--- src/rtl/lloyd_iter_ctrl_if.sv ---
// Datapath bus between the Max-Lloyd sequencer and its sample RAM, bin search,
// accumulator, divider and boundary table.
interface lloyd_iter_ctrl_if #(
    parameter int unsigned DATA_W = 8,
    parameter int unsigned FX_W   = 16,
    parameter int unsigned ADDR_W = 8
);
    logic              smp_rd_en;
    logic [ADDR_W-1:0] smp_addr;
    logic [DATA_W-1:0] smp_data;

    logic              srch_req;
    logic [FX_W-1:0]   srch_sample;
    logic              srch_ack;
    logic [4:0]        srch_bin;

    logic              acc_clr;
    logic              acc_inc;
    logic [4:0]        acc_bin;
    logic [31:0]       acc_sum;
    logic [31:0]       acc_count;

    logic              div_start;
    logic [31:0]       div_num;
    logic [31:0]       div_den;
    logic              div_done;
    logic [31:0]       div_quot;

    logic              bnd_we;
    logic [4:0]        bnd_idx;
    logic [FX_W-1:0]   bnd_wdata;

    modport master (
        output smp_rd_en, smp_addr, srch_req, srch_sample, acc_clr, acc_inc, acc_bin,
               div_start, div_num, div_den, bnd_we, bnd_idx, bnd_wdata,
        input  smp_data, srch_ack, srch_bin, acc_sum, acc_count, div_done, div_quot
    );

    modport slave (
        input  smp_rd_en, smp_addr, srch_req, srch_sample, acc_clr, acc_inc, acc_bin,
               div_start, div_num, div_den, bnd_we, bnd_idx, bnd_wdata,
        output smp_data, srch_ack, srch_bin, acc_sum, acc_count, div_done, div_quot
    );
endinterface

--- src/rtl/lloyd_iter_ctrl.sv ---
// Max-Lloyd quantiser iteration sequencer: classify/accumulate all samples, divide
// per bin to form the bin means, rewrite interior boundaries, test for convergence.
module lloyd_iter_ctrl #(
    parameter int unsigned DATA_W   = 8,
    parameter int unsigned FX_W     = 16,
    parameter int unsigned NUM_DATA = 200,
    parameter int unsigned ADDR_W   = 8,
    parameter int unsigned NUM_BINS = 20,
    parameter int          BIN_STEP = 2560,
    parameter int unsigned MAX_ITR  = 100,
    parameter int unsigned CONV_TOL = 1
) (
    input  logic       clk,
    input  logic       rst_n,
    input  logic       start,
    output logic       busy,
    output logic       done,
    output logic       converged,
    output logic [7:0] itr_count,
    lloyd_iter_ctrl_if.master bus
);
    localparam int unsigned BIN_W  = 5;
    localparam int unsigned FRAC_W = FX_W - DATA_W;
    localparam int          BND_BASE = -(2 ** (FX_W - 1));
    localparam logic [BIN_W-1:0]  LAST_BIN  = BIN_W'(NUM_BINS - 1);
    localparam logic [ADDR_W-1:0] LAST_IDX  = ADDR_W'(NUM_DATA - 1);
    localparam logic [7:0]        MAX_ITR_C = 8'(MAX_ITR);
    localparam logic [FX_W:0]     TOL_C     = (FX_W + 1)'(CONV_TOL);

    typedef enum logic [3:0] {
        S_IDLE, S_INIT, S_CLEAR, S_FETCH, S_WAIT_MEM, S_SEARCH, S_ACCUM,
        S_DIV_ISSUE, S_DIV_WAIT, S_BND_UPD, S_CHECK, S_DONE
    } state_t;

    state_t state_q, state_d;

    logic [ADDR_W-1:0]       idx_q;
    logic [BIN_W-1:0]        cnt_q;
    logic [DATA_W-1:0]       smp_q;
    logic [BIN_W-1:0]        bin_q;
    logic signed [FX_W-1:0]  a_q      [NUM_BINS];
    logic signed [FX_W-1:0]  shadow_q [NUM_BINS];
    logic [FX_W:0]           max_delta_q;
    logic [7:0]              itr_q;
    logic                    conv_q;

    logic signed [FX_W-1:0]  init_val;
    logic signed [FX_W-1:0]  a_hi, a_lo, shadow_cur, bnd_new;
    logic signed [FX_W:0]    pair_sum, diff;
    logic [FX_W:0]           abs_diff;
    logic                    cnt_last, count_zero;
    logic                    unused_quot_hi;

    assign unused_quot_hi = ^bus.div_quot[31:FX_W];

    // Boundary arithmetic: initial spacing, neighbour-mean midpoint (floor) and its move
    always_comb begin
        init_val   = FX_W'(BND_BASE + int'(cnt_q) * BIN_STEP);
        a_hi       = a_q[cnt_q];
        a_lo       = a_q[cnt_q - 5'd1];
        shadow_cur = shadow_q[cnt_q];
        pair_sum   = $signed({a_hi[FX_W-1], a_hi}) + $signed({a_lo[FX_W-1], a_lo});
        bnd_new    = FX_W'(pair_sum >>> 1);
        diff       = $signed({bnd_new[FX_W-1], bnd_new}) - $signed({shadow_cur[FX_W-1], shadow_cur});
        abs_diff   = diff[FX_W] ? $unsigned(-diff) : $unsigned(diff);
        cnt_last   = (cnt_q == LAST_BIN);
        count_zero = (bus.acc_count == 32'd0);
    end

    always_ff @(posedge clk) begin
        if (!rst_n) state_q <= S_IDLE;
        else        state_q <= state_d;
    end

    always_comb begin
        state_d = state_q;
        case (state_q)
            S_IDLE:      if (start) state_d = S_INIT;
            S_INIT:      if (cnt_last) state_d = S_CLEAR;
            S_CLEAR:     state_d = S_FETCH;
            S_FETCH:     state_d = S_WAIT_MEM;
            S_WAIT_MEM:  state_d = S_SEARCH;
            S_SEARCH:    if (bus.srch_ack) state_d = S_ACCUM;
            S_ACCUM:     state_d = (idx_q == LAST_IDX) ? S_DIV_ISSUE : S_FETCH;
            S_DIV_ISSUE: begin
                if (!count_zero)   state_d = S_DIV_WAIT;
                else if (cnt_last) state_d = S_BND_UPD;
            end
            S_DIV_WAIT:  if (bus.div_done) state_d = cnt_last ? S_BND_UPD : S_DIV_ISSUE;
            S_BND_UPD:   if (cnt_last) state_d = S_CHECK;
            S_CHECK:     state_d = (max_delta_q <= TOL_C || 8'(itr_q + 8'd1) == MAX_ITR_C)
                                   ? S_DONE : S_CLEAR;
            S_DONE:      state_d = S_IDLE;
            default:     state_d = S_IDLE;
        endcase
    end

    always_comb begin
        busy            = (state_q != S_IDLE);
        done            = (state_q == S_DONE);
        converged       = conv_q;
        itr_count       = itr_q;
        bus.smp_rd_en   = 1'b0;
        bus.smp_addr    = '0;
        bus.srch_req    = 1'b0;
        bus.srch_sample = {smp_q, {FRAC_W{1'b0}}};
        bus.acc_clr     = 1'b0;
        bus.acc_inc     = 1'b0;
        bus.acc_bin     = '0;
        bus.div_start   = 1'b0;
        bus.div_num     = '0;
        bus.div_den     = '0;
        bus.bnd_we      = 1'b0;
        bus.bnd_idx     = '0;
        bus.bnd_wdata   = '0;
        case (state_q)
            S_INIT: begin
                bus.bnd_we    = 1'b1;
                bus.bnd_idx   = cnt_q;
                bus.bnd_wdata = init_val;
            end
            S_CLEAR:  bus.acc_clr = 1'b1;
            S_FETCH: begin
                bus.smp_rd_en = 1'b1;
                bus.smp_addr  = idx_q;
            end
            S_SEARCH: bus.srch_req = 1'b1;
            S_ACCUM: begin
                bus.acc_inc = 1'b1;
                bus.acc_bin = bin_q;
            end
            S_DIV_ISSUE, S_DIV_WAIT: begin
                // acc_bin stays on k so the divider operands hold for the whole divide
                bus.acc_bin   = cnt_q;
                bus.div_num   = bus.acc_sum;
                bus.div_den   = bus.acc_count;
                bus.div_start = (state_q == S_DIV_ISSUE) && !count_zero;
            end
            S_BND_UPD: begin
                bus.bnd_we    = 1'b1;
                bus.bnd_idx   = cnt_q;
                bus.bnd_wdata = bnd_new;
            end
            default: ;
        endcase
    end

    // Datapath registers: loop counters, captured sample/bin, bin means, boundary shadow
    always_ff @(posedge clk) begin
        if (!rst_n) begin
            idx_q       <= '0;
            cnt_q       <= '0;
            smp_q       <= '0;
            bin_q       <= '0;
            max_delta_q <= '0;
            itr_q       <= '0;
            conv_q      <= 1'b0;
            for (int i = 0; i < int'(NUM_BINS); i++) begin
                a_q[i]      <= '0;
                shadow_q[i] <= '0;
            end
        end else begin
            case (state_q)
                S_IDLE: if (start) begin
                    itr_q  <= '0;
                    conv_q <= 1'b0;
                    cnt_q  <= 5'd1;
                    for (int i = 0; i < int'(NUM_BINS); i++) a_q[i] <= '0;
                end
                S_INIT: begin
                    shadow_q[cnt_q] <= init_val;
                    cnt_q           <= cnt_q + 5'd1;
                end
                S_CLEAR: begin
                    idx_q       <= '0;
                    max_delta_q <= '0;
                end
                S_WAIT_MEM: smp_q <= bus.smp_data;
                S_SEARCH:   if (bus.srch_ack) bin_q <= bus.srch_bin;
                S_ACCUM: begin
                    if (idx_q == LAST_IDX) cnt_q <= '0;
                    else                   idx_q <= idx_q + ADDR_W'(1);
                end
                S_DIV_ISSUE: if (count_zero) cnt_q <= cnt_last ? 5'd1 : cnt_q + 5'd1;
                S_DIV_WAIT: if (bus.div_done) begin
                    a_q[cnt_q] <= bus.div_quot[FX_W-1:0];
                    cnt_q      <= cnt_last ? 5'd1 : cnt_q + 5'd1;
                end
                S_BND_UPD: begin
                    shadow_q[cnt_q] <= bnd_new;
                    if (abs_diff > max_delta_q) max_delta_q <= abs_diff;
                    cnt_q <= cnt_q + 5'd1;
                end
                S_CHECK: begin
                    itr_q <= itr_q + 8'd1;
                    if (max_delta_q <= TOL_C) conv_q <= 1'b1;
                end
                default: ;
            endcase
        end
    end
endmodule

--- src/flat_wrapper.sv ---
// flat-port wrapper written by rule: the top's interface ports become plain ports
module lloyd_iter_ctrl_flat 
#(
    parameter int unsigned DATA_W   = 8,
    parameter int unsigned FX_W     = 16,
    parameter int unsigned NUM_DATA = 200,
    parameter int unsigned ADDR_W   = 8,
    parameter int unsigned NUM_BINS = 20,
    parameter int          BIN_STEP = 2560,
    parameter int unsigned MAX_ITR  = 100,
    parameter int unsigned CONV_TOL = 1
)
  (clk, rst_n, start, busy, done, converged, itr_count, bus_smp_rd_en, bus_smp_addr, bus_srch_req, bus_srch_sample, bus_acc_clr, bus_acc_inc, bus_acc_bin, bus_div_start, bus_div_num, bus_div_den, bus_bnd_we, bus_bnd_idx, bus_bnd_wdata, bus_smp_data, bus_srch_ack, bus_srch_bin, bus_acc_sum, bus_acc_count, bus_div_done, bus_div_quot);
  lloyd_iter_ctrl_if #(.DATA_W(DATA_W), .FX_W(FX_W), .ADDR_W(ADDR_W)) bus_i ();
  input  logic clk;
  input  logic rst_n;
  input  logic start;
  output logic busy;
  output logic done;
  output logic converged;
  output logic [7:0] itr_count;
  output wire logic [$bits(bus_i.smp_rd_en)-1:0] bus_smp_rd_en;
  output wire logic [$bits(bus_i.smp_addr)-1:0] bus_smp_addr;
  output wire logic [$bits(bus_i.srch_req)-1:0] bus_srch_req;
  output wire logic [$bits(bus_i.srch_sample)-1:0] bus_srch_sample;
  output wire logic [$bits(bus_i.acc_clr)-1:0] bus_acc_clr;
  output wire logic [$bits(bus_i.acc_inc)-1:0] bus_acc_inc;
  output wire logic [$bits(bus_i.acc_bin)-1:0] bus_acc_bin;
  output wire logic [$bits(bus_i.div_start)-1:0] bus_div_start;
  output wire logic [$bits(bus_i.div_num)-1:0] bus_div_num;
  output wire logic [$bits(bus_i.div_den)-1:0] bus_div_den;
  output wire logic [$bits(bus_i.bnd_we)-1:0] bus_bnd_we;
  output wire logic [$bits(bus_i.bnd_idx)-1:0] bus_bnd_idx;
  output wire logic [$bits(bus_i.bnd_wdata)-1:0] bus_bnd_wdata;
  input wire logic [$bits(bus_i.smp_data)-1:0] bus_smp_data;
  input wire logic [$bits(bus_i.srch_ack)-1:0] bus_srch_ack;
  input wire logic [$bits(bus_i.srch_bin)-1:0] bus_srch_bin;
  input wire logic [$bits(bus_i.acc_sum)-1:0] bus_acc_sum;
  input wire logic [$bits(bus_i.acc_count)-1:0] bus_acc_count;
  input wire logic [$bits(bus_i.div_done)-1:0] bus_div_done;
  input wire logic [$bits(bus_i.div_quot)-1:0] bus_div_quot;
  assign bus_smp_rd_en = bus_i.smp_rd_en;
  assign bus_smp_addr = bus_i.smp_addr;
  assign bus_srch_req = bus_i.srch_req;
  assign bus_srch_sample = bus_i.srch_sample;
  assign bus_acc_clr = bus_i.acc_clr;
  assign bus_acc_inc = bus_i.acc_inc;
  assign bus_acc_bin = bus_i.acc_bin;
  assign bus_div_start = bus_i.div_start;
  assign bus_div_num = bus_i.div_num;
  assign bus_div_den = bus_i.div_den;
  assign bus_bnd_we = bus_i.bnd_we;
  assign bus_bnd_idx = bus_i.bnd_idx;
  assign bus_bnd_wdata = bus_i.bnd_wdata;
  assign bus_i.smp_data = bus_smp_data;
  assign bus_i.srch_ack = bus_srch_ack;
  assign bus_i.srch_bin = bus_srch_bin;
  assign bus_i.acc_sum = bus_acc_sum;
  assign bus_i.acc_count = bus_acc_count;
  assign bus_i.div_done = bus_div_done;
  assign bus_i.div_quot = bus_div_quot;
  lloyd_iter_ctrl #(.DATA_W(DATA_W), .FX_W(FX_W), .NUM_DATA(NUM_DATA), .ADDR_W(ADDR_W), .NUM_BINS(NUM_BINS), .BIN_STEP(BIN_STEP), .MAX_ITR(MAX_ITR), .CONV_TOL(CONV_TOL)) u_core (.clk(clk), .rst_n(rst_n), .start(start), .busy(busy), .done(done), .converged(converged), .itr_count(itr_count), .bus(bus_i));
endmodule
--- config.mk ---
export PLATFORM = sky130hd
export DESIGN_NAME = lloyd_iter_ctrl_flat
export DESIGN_NICKNAME = d
export VERILOG_FILES = /design/src/rtl/lloyd_iter_ctrl_if.sv /design/src/rtl/lloyd_iter_ctrl.sv /design/src/flat_wrapper.sv
export SDC_FILE = /design/constraint.sdc
export NUM_CORES = 2
export LEC_CHECK = 0
export ABC_AREA = 1
export ABC_CLOCK_PERIOD_IN_PS = 12500
export CORE_MARGIN = 2
export CORE_UTILIZATION = 55
export DETAILED_ROUTE_END_ITERATION = 10
export PLACE_DENSITY = 0.74
export SLEW_MARGIN = 20
export SYNTH_ARGS = -nofsm -noshare
export SYNTH_HDL_FRONTEND = slang
export SYNTH_SLANG_ARGS = --single-unit
--- constraint.sdc ---
create_clock -name clk -period 12.5 [get_ports clk]
set_clock_uncertainty 0.2 [all_clocks]
set_input_delay 1.25 -clock clk [delete_from_list [all_inputs] [get_ports clk]]
set_output_delay 1.25 -clock clk [all_outputs]
set_load 0.05 [all_outputs]
==> impl_metrics.csv <==
group,metric,value,unit
run_status,run_status,"finished, final reports clean",
die,std_cell_rows,115,
clock_tree,ctsResizeCount,0,
drt,viasPerCell,6.40,
drt,wl_met2,78200,um
critical_path,r2r_slack,1.63,ns
logic_synthesis,ys_top_cells_by_count,"nor2_1 (1226), edfxtp_1 (1024), o21ai_0 (596), nand2_1 (563), inv_1 (462)",
worst_hold_path,min_to,"u_core.idx_q[7]",
logic_synthesis,ys.flop_type,"edfxtp_1",
drt,post-route-drc-count,0,
timing,tightest_slew,1.30,ns
logic_synthesis,syn_area_per_cell,9.36,um2
timing,timing.hold.ws,0.249,ns
timing,report.final.slew_viol_count,0,
timing,fmax,0.0920,GHz
drt,dr_wl_met3,26600,um
drt,via_count,45920,
critical_path,cp_common_cell,"a21oi_1",
place,dp_hpwl,104000,um
drt,wl,176000,um
grt,grt_max_degree,294,
die,start_util,55.5,%
drt,ant_nets,0,
timing,period_needed,10.87,ns
worst_hold_path,whs_path_depth,1,
layout,ff_latch_area,32000,um2
clock_tree,cts_hold_buf,0,
grt,overflow,0,
layout,fillers,7962,
job,drv_cap,0,
logic_synthesis,synth_edf_count,1024,
clock_tree,cts_setup_buffers,0,
die,die_area,102000,um2
timing,finalHoldViolCount,0,
layout,drive_gt1_share,5.66,%
clock_tree,max-clock-path-buffers,3,
die,core_area,98400,um2
clock_tree,clk_latency,0.69,ns
clock_tree,cts.clk_slew.worst_paths,0.06,ns
logic_synthesis,synth_top_cell_area_share,56.3,%
clock_tree,cts_root_buffer,"clkbuf_16",
grt,grt_first_pass_wirelength,259000,um
die,die_y,319,um
logic_synthesis,yosysWarnings,0,
drt,wl_per_cell,24.5,um
critical_path,timing.rr.start,"u_core.cnt_q[1]",
worst_hold_path,hp-class,"reg2reg",
clock_tree,cts_buffers,110,
critical_path,crit_arrival,11.30,ns
critical_path,crit_required,12.93,ns
critical_path,start_kind,"register",
logic_synthesis,yosysUniqueCellTypes,60,
logic_synthesis,ys_seq_area_share,58.6,%
place,portBuffers,220,
logic_synthesis,synth_most_common_cell,"nor2_1",
place,gp_congestion,0.907,
clock_tree,cts_tree,"built",
layout,nNetsFinal,5981,
logic_synthesis,yosysTopAreaCell,"edfxtp_1",
critical_path,critical_path.max_stage_delay,0.91,ns
layout,multi_input_area,19000,um2
grt,grt_pass1_vias,43327,
die,die_w,319,um
logic_synthesis,synth_cells,5836,
grt,antenna_found_initial,7,
clock_tree,clock-sinks,1085,
timing,rsz0062_at_grt,"false",
clock_tree,htree_levels,3,
logic_synthesis,ys_seq_elements,1085,
critical_path,cpMaxStageDelayCell,"ha_4",
timing,timing.final.crit_share,87.0,%
timing,setup_tns,0,ns
critical_path,path_max_fanout,63,
critical_path,path_class,"reg2reg",
logic_synthesis,syn-cell-area,54600,um2
critical_path,cp-end-kind,"register",
drt,drtPass1Iterations,9,
layout,area_growth_syn_to_layout,11.3,%
critical_path,r2r_end,"u_core.max_delta_q[10]",
timing,relSlewSlack,13.2,%
die,ios,245,
logic_synthesis,async_reset_ff_share,0,%
drt,m1WireLength,63400,um
worst_hold_path,min_from,"u_core.idx_q[7]",
grt,grt_usage,33.6,%
logic_synthesis,synthTopCellsByArea,"edfxtp_1 (56%), nor2_1 (8.4%), o21ai_0 (5.5%), nand2_1 (3.9%), a21oi_1 (3.8%)",
critical_path,reg2regPathDepth,42,
timing,setup_violations,0,
drt,top_layer,"met5",
drt,drt_iter0_drc,7411,
-- critical path, delay by kind of cell, from the launching register on --
family / cells / cell delay (ns)
compound gates: 17 / 3.39
flops: 1 / 0.51
fa+ha+maj: 4 / 1.81
xor+xnor: 1 / 0.20
buf+inv: 7 / 2.03
simple gates: 13 / 2.55
-- worst max path at each step --
stage | cells past startpoint | slack (ns) | endpoint | startpoint
finish | 42 | 1.63 | u_core.max_delta_q[10] | u_core.cnt_q[1]
detailed placement | 42 | 1.71 | u_core.max_delta_q[4] | u_core.cnt_q[1]
global route | 42 | 1.13 | u_core.max_delta_q[14] | u_core.cnt_q[1]
floorplan | 50 | 4.13 | u_core.max_delta_q[10] | u_core.cnt_q[0]
CTS | 42 | 1.70 | u_core.max_delta_q[4] | u_core.cnt_q[1]
global placement | 42 | 1.90 | u_core.max_delta_q[10] | u_core.cnt_q[1]
-- sequential cells by signal (all words and copies together) (netlist names), named ones only --
register	flops
u_core.a_q	512
u_core.idx_q	8
u_core.max_delta_q	17
u_core.cnt_q	5
u_core.shadow_q	512
u_core.itr_count	8
u_core.state_q	4
u_core.bin_q	5
u_core.converged	1
u_core.smp_q	8
-- logic make-up after synthesis --
logic type                 share of synthesized area (%)
adders and majority gates                           1.53
AOI/OAI and AO/OA                                   15.9
xor gates and xnor gates                           0.607
DFF                                                 58.6
and+or+nand+nor                                     16.6
buffers and inverters                               6.84
other                                            0.00687
-- cells in the final DEF, fill, tap and decap left out, drive strengths merged, types with 3 or more instances in the layout --
cell type and instances:
a21boi 3, xnor2 4, o221ai 86, a21oi 417, dfxtp 61, xor2 30
o31ai 15, o21ai 621, nand4 14, or2 4, a311oi 20, conb 8
nor4 14, a211oi 60, fa 3, nor3 41, buf 92, clkinv 45
nand3 343, o21bai 4, clkdlybuf4s50 219, nor2 1229, nand2 575, edfxtp 1024
clkbuf 149, o311ai 60, ha 62, o211ai 107, o22ai 48, diode 5
a31oi 13, a32o 12, bufinv 5, inv 484
-- routing by layer --
layer | up-vias | track usage [%]
met1 | 21507 | 45.2
met4 | 8 | 14.3
li1 | 20315 | -
met5 | - | 0
met3 | 523 | 8.97
met2 | 3567 | 51.6
-- stage by stage --
stage / cell area [um2] / utilization, % / cells / setup slack, ns
after floorplan: 54600 / - / 5843 / 4.13
after global placement: 57400 / 58.4 / 6977 / 1.90
after detailed placement: 57400 / 58.4 / 6977 / 1.71
after CTS: 60700 / 61.7 / 7174 / 1.70
after global routing: 60700 / 61.7 / 7174 / 1.13
final: 60800 / 61.7 / 7179 / 1.63
-- layout make-up --
type / count / area share, %
timing repair buffer: 311 / 4.84
clock inverter: 48 / 0.634
tap: 1287 / 2.65
multi-input combinational: 3806 / 31.3
clock buffer: 149 / 4.81
sequential: 1085 / 52.6
antenna: 5 / 0.0206
inverter: 488 / 3.08
Power is not shown: default switching activity piles up to over one toggle a cycle in this logic, so the estimate is an artifact.
